[src/rtl/systolic_sched.sv]
//------------------------------------------------------------------------------
// Module   : systolic_sched
// Brief    : Operand skewing sequencer and result capture for systolic_4x4.
// Revision : 1.0 - initial release
//------------------------------------------------------------------------------
`default_nettype none

module systolic_sched #(
    parameter int DW      = 8,
    parameter int RW      = 16,
    parameter int TIMEOUT = 16
) (
    input  logic             clk,
    input  logic             rst,
    input  logic             in_valid,
    output logic             in_ready,
    input  logic [16*DW-1:0] a_flat,
    input  logic [16*DW-1:0] b_flat,
    output logic             arr_rst,
    output logic [DW-1:0]    arr_a0,
    output logic [DW-1:0]    arr_a1,
    output logic [DW-1:0]    arr_a2,
    output logic [DW-1:0]    arr_a3,
    output logic [DW-1:0]    arr_b0,
    output logic [DW-1:0]    arr_b1,
    output logic [DW-1:0]    arr_b2,
    output logic [DW-1:0]    arr_b3,
    input  logic             arr_done,
    input  logic [16*RW-1:0] arr_r,
    output logic             out_valid,
    input  logic             out_ready,
    output logic [16*RW-1:0] c_flat,
    output logic             out_err
);

    localparam logic [2:0] c_IDLE  = 3'd0;
    localparam logic [2:0] c_PRIME = 3'd1;
    localparam logic [2:0] c_FEED  = 3'd2;
    localparam logic [2:0] c_WAIT  = 3'd3;
    localparam logic [2:0] c_OUT   = 3'd4;

    localparam logic [2:0] c_TLAST = 3'd6;
    localparam int         c_WCW   = (TIMEOUT > 1) ? $clog2(TIMEOUT) : 1;
    localparam logic [c_WCW-1:0] c_WLAST = c_WCW'(TIMEOUT - 1);

    logic [2:0]       r_state;
    logic [2:0]       r_t;
    logic [c_WCW-1:0] r_wcnt;
    logic [16*DW-1:0] r_a;
    logic [16*DW-1:0] r_b;
    logic [16*RW-1:0] r_c;
    logic             r_err;
    logic             r_arr_rst;
    logic [DW-1:0]    r_arr_a [4];
    logic [DW-1:0]    r_arr_b [4];

    logic [2:0]       w_state_nxt;
    logic [2:0]       w_t_nxt;
    logic [c_WCW-1:0] w_wcnt_nxt;
    logic             w_accept;
    logic             w_capture;
    logic             w_err_nxt;
    logic [DW-1:0]    w_arr_a_nxt [4];
    logic [DW-1:0]    w_arr_b_nxt [4];

    always_comb begin
        w_state_nxt = r_state;
        w_t_nxt     = r_t;
        w_wcnt_nxt  = r_wcnt;
        w_accept    = 1'b0;
        w_capture   = 1'b0;
        w_err_nxt   = r_err;
        case (r_state)
            c_IDLE: begin
                if (in_valid) begin
                    w_state_nxt = c_PRIME;
                    w_accept    = 1'b1;
                end
            end
            c_PRIME: begin
                w_state_nxt = c_FEED;
                w_t_nxt     = 3'd0;
            end
            c_FEED: begin
                if (r_t == c_TLAST) begin
                    w_state_nxt = c_WAIT;
                    w_t_nxt     = 3'd0;
                    w_wcnt_nxt  = '0;
                end else begin
                    w_t_nxt = r_t + 3'd1;
                end
            end
            c_WAIT: begin
                // A completion in the same cycle as the timeout is still a clean result.
                if (arr_done) begin
                    w_state_nxt = c_OUT;
                    w_capture   = 1'b1;
                    w_err_nxt   = 1'b0;
                end else if (r_wcnt == c_WLAST) begin
                    w_state_nxt = c_OUT;
                    w_capture   = 1'b1;
                    w_err_nxt   = 1'b1;
                end else begin
                    w_wcnt_nxt = r_wcnt + 1'b1;
                end
            end
            c_OUT: begin
                if (out_ready) begin
                    w_state_nxt = c_IDLE;
                end
            end
            default: begin
                w_state_nxt = c_IDLE;
            end
        endcase
    end

    // Streams are computed from the next state so the registered ports line up with FEED t.
    always_comb begin
        for (int i = 0; i < 4; i++) begin
            w_arr_a_nxt[i] = '0;
            w_arr_b_nxt[i] = '0;
        end
        if (w_state_nxt == c_FEED) begin
            for (int i = 0; i < 4; i++) begin
                for (int k = 0; k < 4; k++) begin
                    if (int'(w_t_nxt) == i + k) begin
                        w_arr_a_nxt[i] = r_a[(4*i+k)*DW +: DW];
                        w_arr_b_nxt[i] = r_b[(4*k+i)*DW +: DW];
                    end
                end
            end
        end
    end

    always_ff @(posedge clk or negedge rst) begin
        if (!rst) begin
            r_state   <= c_IDLE;
            r_t       <= '0;
            r_wcnt    <= '0;
            r_a       <= '0;
            r_b       <= '0;
            r_c       <= '0;
            r_err     <= 1'b0;
            r_arr_rst <= 1'b1;
            for (int i = 0; i < 4; i++) begin
                r_arr_a[i] <= '0;
                r_arr_b[i] <= '0;
            end
        end else begin
            r_state   <= w_state_nxt;
            r_t       <= w_t_nxt;
            r_wcnt    <= w_wcnt_nxt;
            r_err     <= w_err_nxt;
            r_arr_rst <= (w_state_nxt == c_IDLE);
            if (w_accept) begin
                r_a <= a_flat;
                r_b <= b_flat;
            end
            if (w_capture) begin
                r_c <= arr_r;
            end
            for (int i = 0; i < 4; i++) begin
                r_arr_a[i] <= w_arr_a_nxt[i];
                r_arr_b[i] <= w_arr_b_nxt[i];
            end
        end
    end

    assign in_ready  = (r_state == c_IDLE);
    assign out_valid = (r_state == c_OUT);
    assign c_flat    = r_c;
    assign out_err   = r_err;
    assign arr_rst   = r_arr_rst;
    assign arr_a0    = r_arr_a[0];
    assign arr_a1    = r_arr_a[1];
    assign arr_a2    = r_arr_a[2];
    assign arr_a3    = r_arr_a[3];
    assign arr_b0    = r_arr_b[0];
    assign arr_b1    = r_arr_b[1];
    assign arr_b2    = r_arr_b[2];
    assign arr_b3    = r_arr_b[3];

endmodule

`default_nettype wire

[config.mk]
export PLATFORM = sky130hd
export DESIGN_NAME = systolic_sched
export DESIGN_NICKNAME = d
export VERILOG_FILES = /design/src/rtl/systolic_sched.sv
export SDC_FILE = /design/constraint.sdc
export NUM_CORES = 1
export LEC_CHECK = 0
export ABC_AREA = 1
export CAP_MARGIN = 40
export CORE_AREA = 2 2 325 327
export DETAILED_ROUTE_END_ITERATION = 12
export DIE_AREA = 0 0 327 329
export HOLD_SLACK_MARGIN = 0.1
export SETUP_SLACK_MARGIN = 0.05
export SLEW_MARGIN = 30
export SYNTH_ARGS = -nofsm -noshare
export SYNTH_HDL_FRONTEND = slang
export SYNTH_SLANG_ARGS = --single-unit
[constraint.sdc]
create_clock -name clk -period 3.96 [get_ports clk]
set_input_delay 0.99 -clock clk [delete_from_list [all_inputs] [get_ports clk]]
set_output_delay 0.99 -clock clk [all_outputs]
set_load 0.02 [all_outputs]
* After elaboration in Yosys (flattened, before gate mapping)
Index checks and enable logic that the tools add are counted.
** Cells by class
- $add $sub $neg :: 2
- Multiply operators :: 0
- Div/mod/pow operators :: 0
- Magnitude comparators :: 0
- Eq/ne operators :: 16
- Shifts and indexed selects :: 0
- Mux-type cells :: 53
- Bitwise logic cells :: 0
- Reductions and logical operators :: 7
** Operator list (count)
- 8-bit 2-to-1 mux :: 32
- 32-bit 2-to-1 mux :: 2
- 3-bit == test, second input constant :: 6
- 3-bit 2-to-1 mux :: 6
- 3-bit by 2-bit == test with 1-bit output, second input constant :: 5
- 3-bit case mux with 5 select lines :: 1
- 4-bit 2-to-1 mux :: 3
- 3-bit zero test :: 3
- 4-bit case mux with 2 select lines :: 1
- 1-bit 2-to-1 mux :: 7
- 2-bit != test, second input constant :: 3
- 3-bit case mux with 2 select lines :: 1
- 4-bit by 1-bit adder with 4-bit output, second input constant :: 1
- 4-bit == test, second input constant :: 1
- 4-bit AND reduction :: 1
- 2-bit nonzero test :: 2
- 3-bit by 1-bit adder with 3-bit output, second input constant :: 1
- 3-bit by 1-bit == test with 1-bit output, second input constant :: 1
- 2-bit AND reduction :: 1
** Storage, ports and cells
- Flip-flop bits (word level) :: 588
- Bits in latches :: 0
- Bits in writable memories :: 0
- ROM bits :: 0
- Output and inout port bits :: 324
- Word-level logic and storage cells :: 94
- Memories :: 0

* Depth between registers and ports, before layout
- Word-level depth :: 9
- Gate-level depth with buffers :: 12
- Mapped depth without buffers :: 10

* Worst setup path before layout
Ideal clock, no wire load.
- Path kind :: input -> register
- Start point :: input arr_done
- End point :: register r_c[100], in the netlist c_flat[100]
- Data arrival time :: 2.046 ns
- Setup slack :: 1.789 ns
- Stages on the path :: 6
- Cell sequence :: inv_1 nand2_1 nand2_1 clkbuf_1 buf_2 mux2_2
** On the way
- Cells in the longest elaborated chain, start to end :: 2
** RTL lines
- start, declared :: RTL line 28 : input logic arr_done,
- 1-bit 2-to-1 mux :: RTL line 95 : if (arr_done) begin
- 1-bit 2-to-1 mux :: RTL line 73 : case (r_state)
- end signal, assigned :: RTL line 161 : r_c <= arr_r;
- end, declared :: RTL line 51 : logic [16*RW-1:0] r_c;
Every way passes these cells.
A chain may end at the register's enable or synchronous reset.

* Worst setup path in the final report
- Start point :: register r_state[1]
- End point :: output in_ready
** On the way
- Cells in the longest elaborated chain, start to end :: 1
** RTL lines
- start, declared :: RTL line 46 : logic [2:0] r_state;
- start signal, assigned :: RTL line 138 : r_state <= c_IDLE;
- start signal, assigned :: RTL line 151 : r_state <= w_state_nxt;
- 3-bit zero test :: RTL line 170 : assign in_ready = (r_state == c_IDLE);
- end, declared :: RTL line 16 : output logic in_ready,
Every way passes these cells.

==> key figures <==
Status
  – Result of the run: complete, no violations

STA
  – Least-Margin Pin Slew: approximately 0.8 ns
  – Time the worst path needs with I/O delays and setup: 3.13 ns
  – Sum of negative setup slack: 0 ns
  – Fin worst setup slack: between 0.8 and 0.9 ns
  – Achievable clock frequency: ~0.32 GHz
  – Final number of hold-violating endpoints: 0
  – Final setup vio count: 0
  – Final count of pins violating max slew: 0
  – Layout Skew: 0.0247 ns
  – Setup repair after global routing missed its margin: false
  – Tcrit/Tclk final: 79.0%
  – Relative slew slack: between 40% and 50%

Yosys
  – Compound-gate portion of the synthesized area: about 1.6%
  – Post-synthesis instance area: 23900 sq um
  – Share of async-settable or async-resettable flops after synthesis: 100%
  – Most frequently used flop master after synthesis: sky130_fd_sc_hd__dfrtp_1
  – Xor-xnor portion of the synthesized cell area: less than 1%
  – Number of register bits inferred by synthesis: between 500 and 600
  – Portion of netlist area occupied by mux cells: around a quarter
  – Largest family of logic cells by synthesized area: multiplexers
  – Count of unique library cells instantiated by Yosys: 30
  – Gate count of the mapped netlist: between 1500 and 2000
  – Basic-gate share of the synthesized area counting and, or, nand and nor cells: between 9 and 10%
  – Number of enable-type register cells in the synthesized netlist: 0
  – Post-Syn Area per Cell: roughly 13 sq um
  – Part of the Yosys area used for sequential elements: 61.6%
  – Post-Synth Adder-Cell Area: less than 1%
  – Mapped Nets: ~2300
  – Yosys warning total: 0

Finish
  – Number of nets in the layout: ~3200
  – Util after Layout: 35.0%
  – Seq. cell area: ~15000 sq um
  – Most common cell after layout, fill and taps aside: sky130_fd_sc_hd__clkdlybuf4s50_1
  – Share of final-layout standard cells stronger than drive strength 1: about a quarter
  – Layout Area Growth over Synthesis: 52.7%
  – Highest-count cells in the layout ignoring fill and taps: 839 x sky130_fd_sc_hd__clkdlybuf4s50_1, 587 x sky130_fd_sc_hd__dfrtp_1, 512 x sky130_fd_sc_hd__mux2_2
  – Number of fill cells in the layout: 10400
  – Multi-input combinational cell area: 8560 sq um

Clock network
  – Number of clock buffers inserted by TritonCTS: between 70 and 80
  – Root buffer cell: sky130_fd_sc_hd__clkbuf_16
  – TritonCTS sink count: 588
  – Longest Clk Path Bufs: 3
  – H-tree depth reported by CTS: 3
  – TritonCTS clock tree: yes
  – Post-CTS sizing: 0
  – Clock insertion delay at the later pin of the skew report: between 0.6 and 0.7 ns
  – Clock-pin slew on the worst setup and hold paths: ~0.06 ns
  – Post-CTS Setup Bufs: 0
  – Total of hold buffers inserted after clock tree synthesis: 0

Critical path
  – Maximum cell stage delay along the critical path: around 0.7 ns
  – Master of the slowest instance on the critical path: sky130_fd_sc_hd__clkdlybuf4s50_1
  – Top cell family by delay on the critical path: buffers and inverters
  – Cell depth of the worst flop-to-flop path: 8
  – Biggest fanout along the worst timing path: 4
  – Endpoint of the most critical register-to-register path: arr_b0[4]
  – Worst path required time: roughly 3 ns
  – Type of element launching the critical path: flip-flop
  – Total buffers and inverters traversed by the critical path: 2
  – Data arrival time of the critical path: 2.14 ns
  – Worst R2R Setup Slack: 1.12 ns
  – Ordered cell list for the critical path: inv_1 > nand2_2 > nor2_1 > clkdlybuf4s50_1
  – Type of the setup path with the least slack: flip-flop to primary output
  – Crit Reg-Reg Startpoint: r_state[0]
  – Stages on the worst setup path: 4
  – Worst Setup End Kind: primary output

Global route
  – Initial antenna violation count: 30
  – Via count of the first global-routing pass: ~19000
  – GR Util All Layers: 18.0%
  – Total gr overflow: 0
  – First-pass GRT wire length: ~140 mm
  – Largest net degree at the start of global routing: 80

Floorplanning
  – Core Footprint: 104000 sq um
  – IO Pins: between 800 and 900
  – Initial Util: a little under a quarter
  – Die Height: approximately 330 microns
  – Die Footprint: about 110000 sq um
  – FP Rows: around 120
  – Width of the die: between 300 and 400 microns

Pwr
  – Internal power summed over all cells: about 20000 uW
  – Sequential share of power: 32.8%
  – Leak Pwr: 0.0156 uW
  – Switching share of power: approximately two fifths
  – Part of the total power dissipated in the clock network: about a fifth
  – Fraction of power consumed by combinational cells: 46.0%
  – Ratio of total power to cell area: approximately 900 nW/um^2
  – Worst supply voltage drop on vdd: 0.512 mV
  – Overall power: 31900 uW
  – P_sw: 12400 uW

Detailed routing
  – Overall routed net length: approximately 100 mm
  – Number of nets still failing antenna checks after routing: 0
  – DRT Pass-1 Iters: 5
  – Drt initial violations: 718
  – Via count: ~18000
  – Wirelength per Cell: between 20 and 25 microns
  – Via/cell ratio: 4.38
  – DRC viols: 0

Placed design
  – Final GP Congestion: 0.885
  – Setup slack at placement: between 0.9 and 1 ns
  – Dpl hpwl: around 75 mm
  – Port Buffers: between 800 and 900

Worst hold path
  – Worst min-delay path class: input port to asynchronous set/reset pin

Flow run
  – Max Cap Violations: 0
power groups by stage:
stage,sequential [uW],combinational [uW],clock (uW)
global route,10800,15700,7190
global placement,10500,14800,0
floorplan,11900,6400,0
CTS,10500,15000,6980
finish,10500,14700,6780
detailed placement,10500,14900,0
worst reg2reg max path, stage by stage, from the launching register on:
cell	delay [ns]
sky130_fd_sc_hd__dfrtp_1	0.41
sky130_fd_sc_hd__nand2_2	0.14
sky130_fd_sc_hd__nand3_4	0.12
sky130_fd_sc_hd__nand2_1	0.12
sky130_fd_sc_hd__nand2_4	0.20
sky130_fd_sc_hd__inv_4	0.45
sky130_fd_sc_hd__nand3_2	0.75
sky130_fd_sc_hd__o21ai_0	0.43
sky130_fd_sc_hd__nor2_1	0.08
worst max path at each step:
| stage | to | slack, ns | startpoint |
|---|---|---|---|
| 2_1_floorplan | c_flat[100] | 1.79 | arr_done |
| 3_3_place_gp | c_flat[152] | 0.92 | arr_done |
| 3_5_place_dp | c_flat[172] | 0.91 | arr_done |
| 4_1_cts | in_ready | 0.75 | r_state[0] |
| 5_1_grt | in_ready | 0.73 | r_state[0] |
| 6_report | in_ready | 0.83 | r_state[1] |
synth_stat cells, types with 2 or more instances:
cell                       instances  area share [%]
sky130_fd_sc_hd__nand3_2           2           0.084
sky130_fd_sc_hd__inv_1             5           0.079
sky130_fd_sc_hd__dfrtp_1         587              61
sky130_fd_sc_hd__o21ai_1          38            0.80
sky130_fd_sc_hd__clkbuf_1         28            0.44
sky130_fd_sc_hd__nand4_1         145             3.8
sky130_fd_sc_hd__buf_2            80             1.7
sky130_fd_sc_hd__buf_4             9            0.28
sky130_fd_sc_hd__mux2_2          512              24
sky130_fd_sc_hd__nand3_1          55             1.2
sky130_fd_sc_hd__nand2_2           6            0.16
sky130_fd_sc_hd__inv_2             4           0.063
sky130_fd_sc_hd__nor2_1          135             2.1
sky130_fd_sc_hd__nor2_2            2           0.052
sky130_fd_sc_hd__nand2_1         149             2.3
sky130_fd_sc_hd__a21oi_1           2           0.042
sky130_fd_sc_hd__buf_1            10            0.16
sky130_fd_sc_hd__o21ai_0          30            0.63
flip-flops by register name (all words and copies together) (netlist names), 3 cells and up:
signal	count
arr_b3	8
r_wcnt	4
r_a	128
c_flat	256
arr_b2	8
r_state	3
arr_a1	8
arr_b0	8
r_t	3
arr_b1	8
r_b	128
arr_a2	8
arr_a3	8
arr_a0	8
final cells by class:
class                           instances  area share [%]
Sequential cell                       588            40.3
Timing Repair Buffer                  896            24.7
Multi-Input combinational cell       1084            23.4
Clock buffer                          104            5.71
Tap cell                             1391            4.77
Clock inverter                         23           0.860
Inverter                               10           0.110
Antenna cell                           11          0.0754
per-stage QoR:
step / std cells / hold WS, ns / cell area [sq um]
after CTS: 4095 / 0.389 / 36500
after global routing: 4097 / 0.417 / 36500
after global placement: 3967 / 0.480 / 34000
after floorplan: 1811 / 0.444 / 23900
final: 4107 / 0.399 / 36500
after detailed placement: 3968 / 0.486 / 34100
cells by family (layout without fill, tap and decap cells):
| family | Yosys count | count (layout) |
|---|---|---|
| xor gates and xnor gates | 1 | 1 |
| AOI/OAI and AO/OA | 73 | 73 |
| other | 0 | 11 |
| adders and majority gates | 1 | 1 |
| muxes | 512 | 512 |
| DFF | 588 | 588 |
| buffers and inverters | 139 | 1033 |
| and+or+nand+nor | 497 | 497 |
routing by layer:
metal / part of all wire, % / track usage, % / vias up
met3: 8.6 / 7.36 / 163
met2: 48 / 30.0 / 592
met4: 3.3 / 5.98 / 40
met1: 39 / 20.8 / 9113
met5: 0.26 / 0 / -
li1: - / - / 8080
Power figures use the tool's default switching activity.
==> edit (same settings) <==
Register the output `out_err` once more, without a reset; this adds one clock of latency there. The other outputs are not delayed to match.
--- a/src/rtl/systolic_sched.sv
+++ b/src/rtl/systolic_sched.sv
@@ -172,3 +172,5 @@
     assign c_flat    = r_c;
-    assign out_err   = r_err;
+    always_ff @(posedge clk) begin
+        out_err <= r_err;
+    end
     assign arr_rst   = r_arr_rst;
Behaviour: no difference found for any inputs over 4 cycles, from zero or initial values and one cycle with rst low; that may be too few to reach the edited logic, so the function may still have changed.
==> edit against the unedited design <==
Worst setup slack gained 0.024 ns; core utilization increased by 0.095 points; critical path depth unchanged; wire length is 2.0% lower; hold slack got worse by 0.054 ns; combinational power barely moved; design area rose by 0.27%; register-to-register slack got worse by 0.16 ns; synthesized area is essentially flat; power increased by 0.87%; count of clock-buffer cells in the layout grew 3; sequential cell count up 1.
==> edit: results (changes against the unedited design) <==
| Metric | Value |
|---|---|
| Status | `completed (unchanged)` |
| Post-DR wirelength/cell | `23.8 um (was 24.3 um)` |
| Slew headroom | `0.444 (was 0.459)` |
| Worst skew pair latency | `0.63 ns (about the same)` |
| DR iter-0 viols | `934 (was 718)` |
| Top post-synthesis cells by count | `dfrtp_1 (587), mux2_2 (512), nand2_1 (149) (unchanged)` |
| CTS buffer count | `72 (was 71)` |
| First-pass GRT wire length | `136000 um (was 139000 um)` |
| Asr flop ratio synth | `0.998 (was 1.00)` |
| Vias in the first global route | `18500 (was 18800)` |
| Clk_skew | `0.0269 ns (was 0.0247 ns)` |
| Static Leak | `15.6 nW (about the same)` |
| Largest net degree at the start of global routing | `132 (was 80)` |
| CP Data Arrival Time | `2.11 ns (was 2.14 ns)` |
| Buffers on Ports | `840 (unchanged)` |
| H-tree Lvls | `3 (unchanged)` |
| Sequential-to-total area share from yosys stat | `0.616 (about the same)` |
| Share of cells above drive strength 1 | `0.259 (was 0.260)` |
| Min-Delay Path Class | `input pin to async pin (unchanged)` |
| Total Nets Final | `3162 (was 3169)` |
| Fillers | `10200 (was 10400)` |
| Post-CTS sizing | `0 (unchanged)` |
| Slowest cell on crit path | `clkdlybuf4s50_1 (unchanged)` |
| Final GP Congestion | `0.875 (was 0.885)` |
| Initial antenna violation count | `39 (was 30)` |
| HPWL Detailed | `73400 um (was 75100 um)` |
| Largest cells by area after synthesis | `dfrtp_1 (61%), mux2_2 (24%), nand4_1 (3.8%) (unchanged)` |
| Ys Warns | `0 (unchanged)` |
| Post-Place Setup Slack | `0.898 ns (was 0.906 ns)` |
| Crit-path max FO | `4 (unchanged)` |
| Syn nets | `2330 (was 2329)` |
| Global Route Usage Sum | `0.176 (was 0.180)` |
| Delay-heaviest family, CP | `buffers and inverters (unchanged)` |
| Number of vias in the routed layout | `17900 (was 18000)` |
| Netlist cell types | `31 (was 30)` |
| Max IR drop VDD | `0.533 mV (was 0.512 mV)` |
## edit: layout make-up
cell class / instances / area share
Tap cell: 1391 / 0.0475
Inverter: 10 / 0.00109
Clock buffer: 107 / 0.0586
Timing Repair Buffer: 887 / 0.245
Multi-Input combinational cell: 1084 / 0.234
Clock inverter: 26 / 0.0103
Sequential cell: 589 / 0.402
Antenna cell: 14 / 0.000957
## edit: worst reg2reg max path: cells and delay by family (launching register included)
kind	cells	cell delay, ns
AO/OA/AOI/OAI	1	0.45
buffers and inverters	2	0.47
flip-flops	1	0.40
AND/OR/NAND/NOR	6	1.56
## edit: final timing paths
| path | from | endpoint | slack, ns | depth (start not counted) |
|---|---|---|---|---|
| setup / recovery | r_state[0] | in_ready | 0.86 | 4 |
| hold / removal | rst | r_b[7] | 0.35 | 1 |
| setup reg to reg | r_state[2] | arr_a0[4] | 0.96 | 9 |
| hold reg to reg | r_err | out_err | 0.39 | 0 |
| max in group asynchronous | rst | r_a[116] | 2.53 | 3 |
| min in group clk | r_err | out_err | 0.39 | 0 |
## edit: cell families (layout without fill, tap and decap cells)
logic type               Yosys count  count (layout)  synth area share
XOR/XNOR                           1               1          0.000366
multiplexers                     512             512             0.241
flip-flops                       589             589             0.616
AO/OA/AOI/OAI                     73              73            0.0160
buffers and inverters            139            1030            0.0279
AND/OR/NAND/NOR                  497             497            0.0983
adder cells (fa/ha/maj)            1               1          0.000523
other                              0              14                 0
## edit: per-layer routing
metal | wire length (um) | track usage | vias to the layer above
li1 | - | - | 8068
met1 | 38600 | 0.207 | 8986
met2 | 47300 | 0.292 | 625
met3 | 7990 | 0.0665 | 180
met4 | 3370 | 0.0613 | 58
met5 | 364 | 0 | -
## edit: where the power goes
part           total (W)  internal, W  switching, W
registers         0.0105      0.00893       0.00157
logic             0.0147      0.00655       0.00816
clock network    0.00700      0.00424       0.00276
## edit: metrics by stage
step                cells  cell area, sq um  power [W]
finish               4108             36600     0.0322
CTS                  4094             36600     0.0327
global placement     3961             34100     0.0254
global route         4096             36600     0.0340
floorplan            1812             23900     0.0183
detailed placement   3961             34100     0.0255
